## src/rtl/arb_pkg.sv

```systemverilog
// Shared types and constants for the two-channel arbiter request generator.
package arb_pkg;

    localparam int unsigned NUM_CH = 2;

    localparam logic [1:0] GNT_NONE    = 2'b00;
    localparam logic [1:0] GNT_ILLEGAL = 2'b11;

    typedef enum logic [1:0] {
        IDLE = 2'd0,
        REQ  = 2'd1,
        XFER = 2'd2,
        REL  = 2'd3
    } chan_state_t;

endpackage

```

## src/rtl/arb_chan_fifo.sv

```systemverilog
// Per-channel synchronous FIFO. A push while full is accepted only when a pop
// frees a slot in the same cycle.
module arb_chan_fifo #(
    parameter int unsigned DATA_W = 8,
    parameter int unsigned DEPTH  = 4
) (
    input  logic                        clk,
    input  logic                        rst_n,
    input  logic                        push_i,
    input  logic                        pop_i,
    input  logic [DATA_W-1:0]           wdata_i,
    output logic                        full_o,
    output logic                        empty_o,
    output logic [DATA_W-1:0]           head_o,
    output logic [$clog2(DEPTH):0]      count_o
);

    localparam int unsigned AW = $clog2(DEPTH);
    localparam int unsigned CW = AW + 1;

    logic [DATA_W-1:0] mem_q [DEPTH];
    logic [AW-1:0]     wr_ptr_q, wr_ptr_d;
    logic [AW-1:0]     rd_ptr_q, rd_ptr_d;
    logic [CW-1:0]     count_q, count_d;
    logic              full_q, full_d;
    logic              empty_q, empty_d;
    logic              push_ok, pop_ok;

    // Pointer/occupancy next state; full/empty are precomputed into flops.
    always_comb begin
        pop_ok   = pop_i && !empty_q;
        push_ok  = push_i && (!full_q || pop_ok);
        wr_ptr_d = wr_ptr_q;
        rd_ptr_d = rd_ptr_q;
        count_d  = count_q;
        if (push_ok) wr_ptr_d = wr_ptr_q + AW'(1);
        if (pop_ok)  rd_ptr_d = rd_ptr_q + AW'(1);
        case ({push_ok, pop_ok})
            2'b10:   count_d = count_q + CW'(1);
            2'b01:   count_d = count_q - CW'(1);
            default: count_d = count_q;
        endcase
        full_d  = (count_d == CW'(DEPTH));
        empty_d = (count_d == '0);
    end

    // Control registers.
    always_ff @(posedge clk or negedge rst_n) begin
        if (!rst_n) begin
            wr_ptr_q <= '0;
            rd_ptr_q <= '0;
            count_q  <= '0;
            full_q   <= 1'b0;
            empty_q  <= 1'b1;
        end else begin
            wr_ptr_q <= wr_ptr_d;
            rd_ptr_q <= rd_ptr_d;
            count_q  <= count_d;
            full_q   <= full_d;
            empty_q  <= empty_d;
        end
    end

    // Storage array; contents are don't-care until written.
    always_ff @(posedge clk) begin
        if (push_ok) mem_q[wr_ptr_q] <= wdata_i;
    end

    assign full_o  = full_q;
    assign empty_o = empty_q;
    assign head_o  = mem_q[rd_ptr_q];
    assign count_o = count_q;

endmodule

```

## src/rtl/arb_req_gen.sv

```systemverilog
// Two-channel buffered request generator in front of a 2-way arbiter.
module arb_req_gen
    import arb_pkg::*;
#(
    parameter int unsigned DATA_W    = 8,
    parameter int unsigned DEPTH     = 4,
    parameter int unsigned MAX_BURST = 3
) (
    input  logic                       clk,
    input  logic                       rst_n,
    input  logic [NUM_CH-1:0]          in_valid,
    input  logic [NUM_CH*DATA_W-1:0]   in_data,
    output logic [NUM_CH-1:0]          in_ready,
    output logic [NUM_CH-1:0]          request,
    input  logic [NUM_CH-1:0]          grant,
    output logic                       out_valid,
    output logic [DATA_W-1:0]          out_data,
    output logic                       out_id,
    output logic                       out_last,
    input  logic                       out_ready,
    output logic                       grant_err
);

    localparam int unsigned CW = $clog2(DEPTH) + 1;
    localparam int unsigned BW = $clog2(MAX_BURST + 1);

    chan_state_t       state_q [NUM_CH];
    chan_state_t       state_d [NUM_CH];
    logic [BW-1:0]     burst_q [NUM_CH];
    logic [BW-1:0]     burst_d [NUM_CH];
    logic [NUM_CH-1:0] request_q, request_d;
    logic              grant_err_q;

    logic [NUM_CH-1:0] gnt_eff;
    logic [NUM_CH-1:0] fifo_full, fifo_empty;
    logic [NUM_CH-1:0] push_acc, pop, chan_valid, chan_last;
    logic [DATA_W-1:0] fifo_head  [NUM_CH];
    logic [CW-1:0]     fifo_count [NUM_CH];

    // An illegal double grant is treated as no grant for all data movement.
    assign gnt_eff = (grant == GNT_ILLEGAL) ? GNT_NONE : grant;

    for (genvar g = 0; g < NUM_CH; g++) begin : g_ch
        arb_chan_fifo #(
            .DATA_W (DATA_W),
            .DEPTH  (DEPTH)
        ) u_fifo (
            .clk     (clk),
            .rst_n   (rst_n),
            .push_i  (push_acc[g]),
            .pop_i   (pop[g]),
            .wdata_i (in_data[g*DATA_W +: DATA_W]),
            .full_o  (fifo_full[g]),
            .empty_o (fifo_empty[g]),
            .head_o  (fifo_head[g]),
            .count_o (fifo_count[g])
        );
    end

    // Per-channel FSM next state, burst counting and pop/last decode.
    always_comb begin
        for (int unsigned i = 0; i < NUM_CH; i++) begin
            state_d[i]    = state_q[i];
            burst_d[i]    = burst_q[i];
            chan_valid[i] = gnt_eff[i] && (state_q[i] == XFER) && !fifo_empty[i];
            pop[i]        = chan_valid[i] && out_ready;
            push_acc[i]   = in_valid[i] && (!fifo_full[i] || pop[i]);
            chan_last[i]  = chan_valid[i] &&
                            ((burst_q[i] == BW'(MAX_BURST - 1)) ||
                             ((fifo_count[i] == CW'(1)) && !push_acc[i]));
            case (state_q[i])
                IDLE: if (!fifo_empty[i]) state_d[i] = REQ;
                REQ:  if (gnt_eff[i]) state_d[i] = XFER;
                XFER: begin
                    if (!gnt_eff[i]) begin
                        state_d[i] = REQ;
                        burst_d[i] = '0;
                    end else if (fifo_empty[i]) begin
                        state_d[i] = REL;
                        burst_d[i] = '0;
                    end else if (pop[i]) begin
                        if (chan_last[i]) begin
                            state_d[i] = REL;
                            burst_d[i] = '0;
                        end else begin
                            burst_d[i] = burst_q[i] + BW'(1);
                        end
                    end
                end
                REL:     state_d[i] = fifo_empty[i] ? IDLE : REQ;
                default: state_d[i] = IDLE;
            endcase
            request_d[i] = (state_d[i] == REQ) || (state_d[i] == XFER);
        end
    end

    // FSM, burst counter, request and sticky error registers.
    always_ff @(posedge clk or negedge rst_n) begin
        if (!rst_n) begin
            for (int unsigned i = 0; i < NUM_CH; i++) begin
                state_q[i] <= IDLE;
                burst_q[i] <= '0;
            end
            request_q   <= '0;
            grant_err_q <= 1'b0;
        end else begin
            for (int unsigned i = 0; i < NUM_CH; i++) begin
                state_q[i] <= state_d[i];
                burst_q[i] <= burst_d[i];
            end
            request_q   <= request_d;
            grant_err_q <= grant_err_q || (grant == GNT_ILLEGAL);
        end
    end

    // Shared output mux; the effective grant selects at most one channel.
    always_comb begin
        out_valid = 1'b0;
        out_data  = '0;
        out_id    = 1'b0;
        out_last  = 1'b0;
        for (int unsigned i = 0; i < NUM_CH; i++) begin
            if (chan_valid[i]) begin
                out_valid = 1'b1;
                out_data  = fifo_head[i];
                out_id    = 1'(i);
                out_last  = chan_last[i];
            end
        end
    end

    assign in_ready  = ~fifo_full;
    assign request   = request_q;
    assign grant_err = grant_err_q;

endmodule

```

## config.mk

```make
export PLATFORM = sky130hd
export DESIGN_NAME = arb_req_gen
export DESIGN_NICKNAME = d
export VERILOG_FILES = /design/src/rtl/arb_pkg.sv /design/src/rtl/arb_chan_fifo.sv /design/src/rtl/arb_req_gen.sv
export SDC_FILE = /design/constraint.sdc
export NUM_CORES = 1
export LEC_CHECK = 0
export ABC_AREA = 1
export CAP_MARGIN = 20
export CORE_MARGIN = 2
export CORE_UTILIZATION = 55
export DETAILED_ROUTE_END_ITERATION = 10
export PLACE_DENSITY = 0.85
export SYNTH_ARGS = -nofsm -noshare
export SYNTH_HDL_FRONTEND = slang
export SYNTH_HIERARCHICAL = 1
export SYNTH_SLANG_ARGS = --single-unit
```

## constraint.sdc

```tcl
create_clock -name clk -period 3 [get_ports clk]
set_input_delay 0.6 -clock clk [delete_from_list [all_inputs] [get_ports clk]]
set_output_delay 0.6 -clock clk [all_outputs]
set_load 0.02 [all_outputs]
```

==> metrics.yaml, run 1 <==
cts_max_path_buffers: 2
relSlewSlack_pct: 73.1
slew_viol_final: 0
antenna_found_initial: 0
synth_largest_area_cell: "edfxtp_1"
intPower_w: 0.00273
viasPerCell: 5.25
netlist_area_um2: 4170
netSwitchingFraction_pct: 35.0
grt.total_usage_pct: 20.7
pin_count: 39
fp.coreArea_um2: 7290
cts_sinks: 93
reg2regPathDepth: 13
crit_path_end_kind: "output pin"
power_density_nw_per_um2: 844
vias: 2814
finalHoldViolCount: 0
cts_inserted_buffers: 9
synthToLayoutAreaGrowth_pct: 19.3
setup_viol: 0
tightest_slew_ns: 0.403
period_minus_slack_ns: 2.87
drtIter0Drc: 124
ctsHoldBuffers: 0
dp_hpwl_um: 5500
grt_overflow_total: 0
skew_ns: 0.0104
ys_warn_count: 6
grt_start_max_net_pins: 30
gp_congestion: 0.800
cts_tree: "built"
synth-compound-area-share_pct: 10.9
wl_per_cell_um: 14.6
yosysTopAreaCellShare_pct: 46.1
final_cells: 536
power_frac_seq_pct: 46.1
synth-simple-area-share_pct: 13.0
holdWs_ns: 0.483
yosysUniqueCellTypes: 32
ant_nets: 0
p_switching_w: 0.00147
path_class: "in2out"
row_count: 31
grt_pass1_vias: 2832
clkTransAtPathRegs_ns: 0.09
drive_gt1_share_pct: 14.2
netlist_top_cells_area: "edfxtp_1 46%, dfrtp_1 16%, inv_1 4.9%, nor2_1 4.4%, o21ai_0 4.1%"
layout_commonest_cell: "edfxtp_1"
layout_common_cells: "64 x edfxtp_1, 54 x inv_1, 49 x nor2_1"
p_comb_share_pct: 32.0
die_w_um: 91.0
die_area_um2: 8290
synth_seq_area_share_pct: 63.6
cts_setup_buffers: 0
die_h_um: 91.0
required_ns: 2.40
fin_tns_setup_ns: 0
dr.pass1.iters: 4
hp-class: "reg2reg"
avgSynthCellArea_um2: 11.3
portBuffers: 38
outcome: "completed"
fin_crit_sh_pct: 95.5
arrival_ns: 2.27
static-leakage-power_nw: 2.06
p_clk_share_pct: 21.8
clk_latency_ns: 0.36
yosys_register_bits: 93
synthMuxAreaShare_pct: 0
root_buffer: "clkbuf_8"
drc: 0
dp_slack_ns: -0.116
grt_pass1_wl_um: 13200
synth_nets: 407
cp_max_fo: 4
synth_top_family_by_area: "simple AND/OR/NAND/NOR gates"
synth_fa_ha_area_share_pct: 4.57
wirelength_um: 7810
worst_setup_path_start_kind: "input port"
grt_setup_unrepaired: "no"
start_util_pct: 57.1
syn_inst: 370
ir_worst_vdd_v: 0.000471
finalNetCount: 469
synthXorXnorAreaFrac_pct: 1.26
antenna_cells: 0
dp.cells: 520
cap_violations: 0
worstHoldPathCells: 1
cts.htree.levels: 3
setup_ws_ns: 0.134
clock.fmax_mhz: 349
-- cell type report --
type | count | area [um^2]
clock buffer | 10 | 128
clock inverter | 6 | 93.8
fill | 537 | 2320
inverter | 59 | 223
multi-input combinational | 212 | 1240
sequential | 93 | 2650
tap | 99 | 124
timing repair buffer | 57 | 514
-- Yosys cell counts --
cell type / number
edfxtp_1: 64
inv_1: 54
nor2_1: 49
o21ai_0: 34
nand2_1: 33
dfrtp_1: 27
o22ai_1: 18
ha_1: 12
nand3_1: 11
nand2_2: 10
a21oi_1: 8
a22o_1: 8
xor2_1: 6
buf_6: 4
inv_2: 4
nand3_2: 3
nand4_1: 3
nor2_4: 3
buf_2: 2
dfstp_2: 2
fa_1: 2
nor3b_1: 2
o21ai_2: 2
a211oi_1: 1
a21boi_1: 1
a21oi_2: 1
clkinv_1: 1
nand3b_1: 1
nor2_2: 1
nor3_1: 1
o21bai_1: 1
o22ai_2: 1
-- repair_timing --
item | 4_1_cts | 5_1_grt
resized for setup | 10 | 1
hold endpoints to repair | 0 | 0
endpoints found under the setup margin | 10 | 1
-- stage by stage --
step                instance area (um^2)  total power, W  utilization, %
floorplan                           4170         0.00285               -
global placement                    4760         0.00324            65.2
detailed placement                  4760         0.00332            65.2
CTS                                 4970         0.00423            68.1
global route                        4970         0.00450            68.2
finish                              4970         0.00420            68.2
-- metal layers --
metal | vias up | share of wire (%) | GRT usage [%]
met5 | - | 0 | 0
met4 | 0 | 1.4 | 8.08
met3 | 9 | 4.9 | 4.23
met2 | 80 | 51 | 35.1
met1 | 1347 | 43 | 26.1
li1 | 1378 | - | -
-- power by group through the flow --
stage               Clock, W  Combinational, W  Sequential [W]
finish              0.000917           0.00135         0.00194
global route        0.000989           0.00154         0.00197
CTS                 0.000933           0.00136         0.00194
detailed placement         0           0.00135         0.00196
global placement           0           0.00130         0.00194
floorplan                  0          0.000945         0.00191
-- path summary, 6_finish.rpt --
check                           slack, ns                          endpoint                              from
worst min register to register       0.48               grant_err$_DFF_PN0_               grant_err$_DFF_PN0_
min in group asynchronous            0.62               grant_err$_DFF_PN0_                             rst_n
worst max register to register       0.71   g_ch[0].u_fifo/full_o$_DFF_PN0_  g_ch[0].u_fifo/empty_o$_DFF_PN1_
worst min-delay path                 0.48               grant_err$_DFF_PN0_               grant_err$_DFF_PN0_
max in group asynchronous            2.07  g_ch[0].u_fifo/empty_o$_DFF_PN1_                             rst_n
worst max-delay path                 0.13                         out_valid                          grant[0]
-- state kept, by name (all words and copies together), names as in the netlist --
register              flops
request                   2
g_ch.u_fifo/mem_q        64
g_ch.u_fifo/wr_ptr_q      4
g_ch.u_fifo/empty_o       2
g_ch.u_fifo/full_o        2
state_q                   4
g_ch.u_fifo/count_o       6
burst_q                   4
grant_err                 1
g_ch.u_fifo/rd_ptr_q      4
-- logic make-up after synthesis --
group / Yosys count
AOI/OAI and AO/OA: 75
buffers and inverters: 65
adders and majority gates: 14
xor gates and xnor gates: 6
DFF: 93
and+or+nand+nor: 117
-- critical path: stages --
cell and delay, ns:
clkdlybuf4s50_1 0.51, nand2_2 0.10, nor2_4 0.13, inv_1 0.06
nor2_2 0.11, inv_1 0.06, nand2_1 0.08, clkdlybuf4s50_1 0.61
No activity file was read; power rests on OpenSTA's default activity.
==> run 2, diff against run 1 <==
- SLEW_MARGIN: default -> 20
- TNS_END_PERCENT: default -> 5
==> results of run 2 <==
Final layout, timing and power as in run 1 (identical DEF).
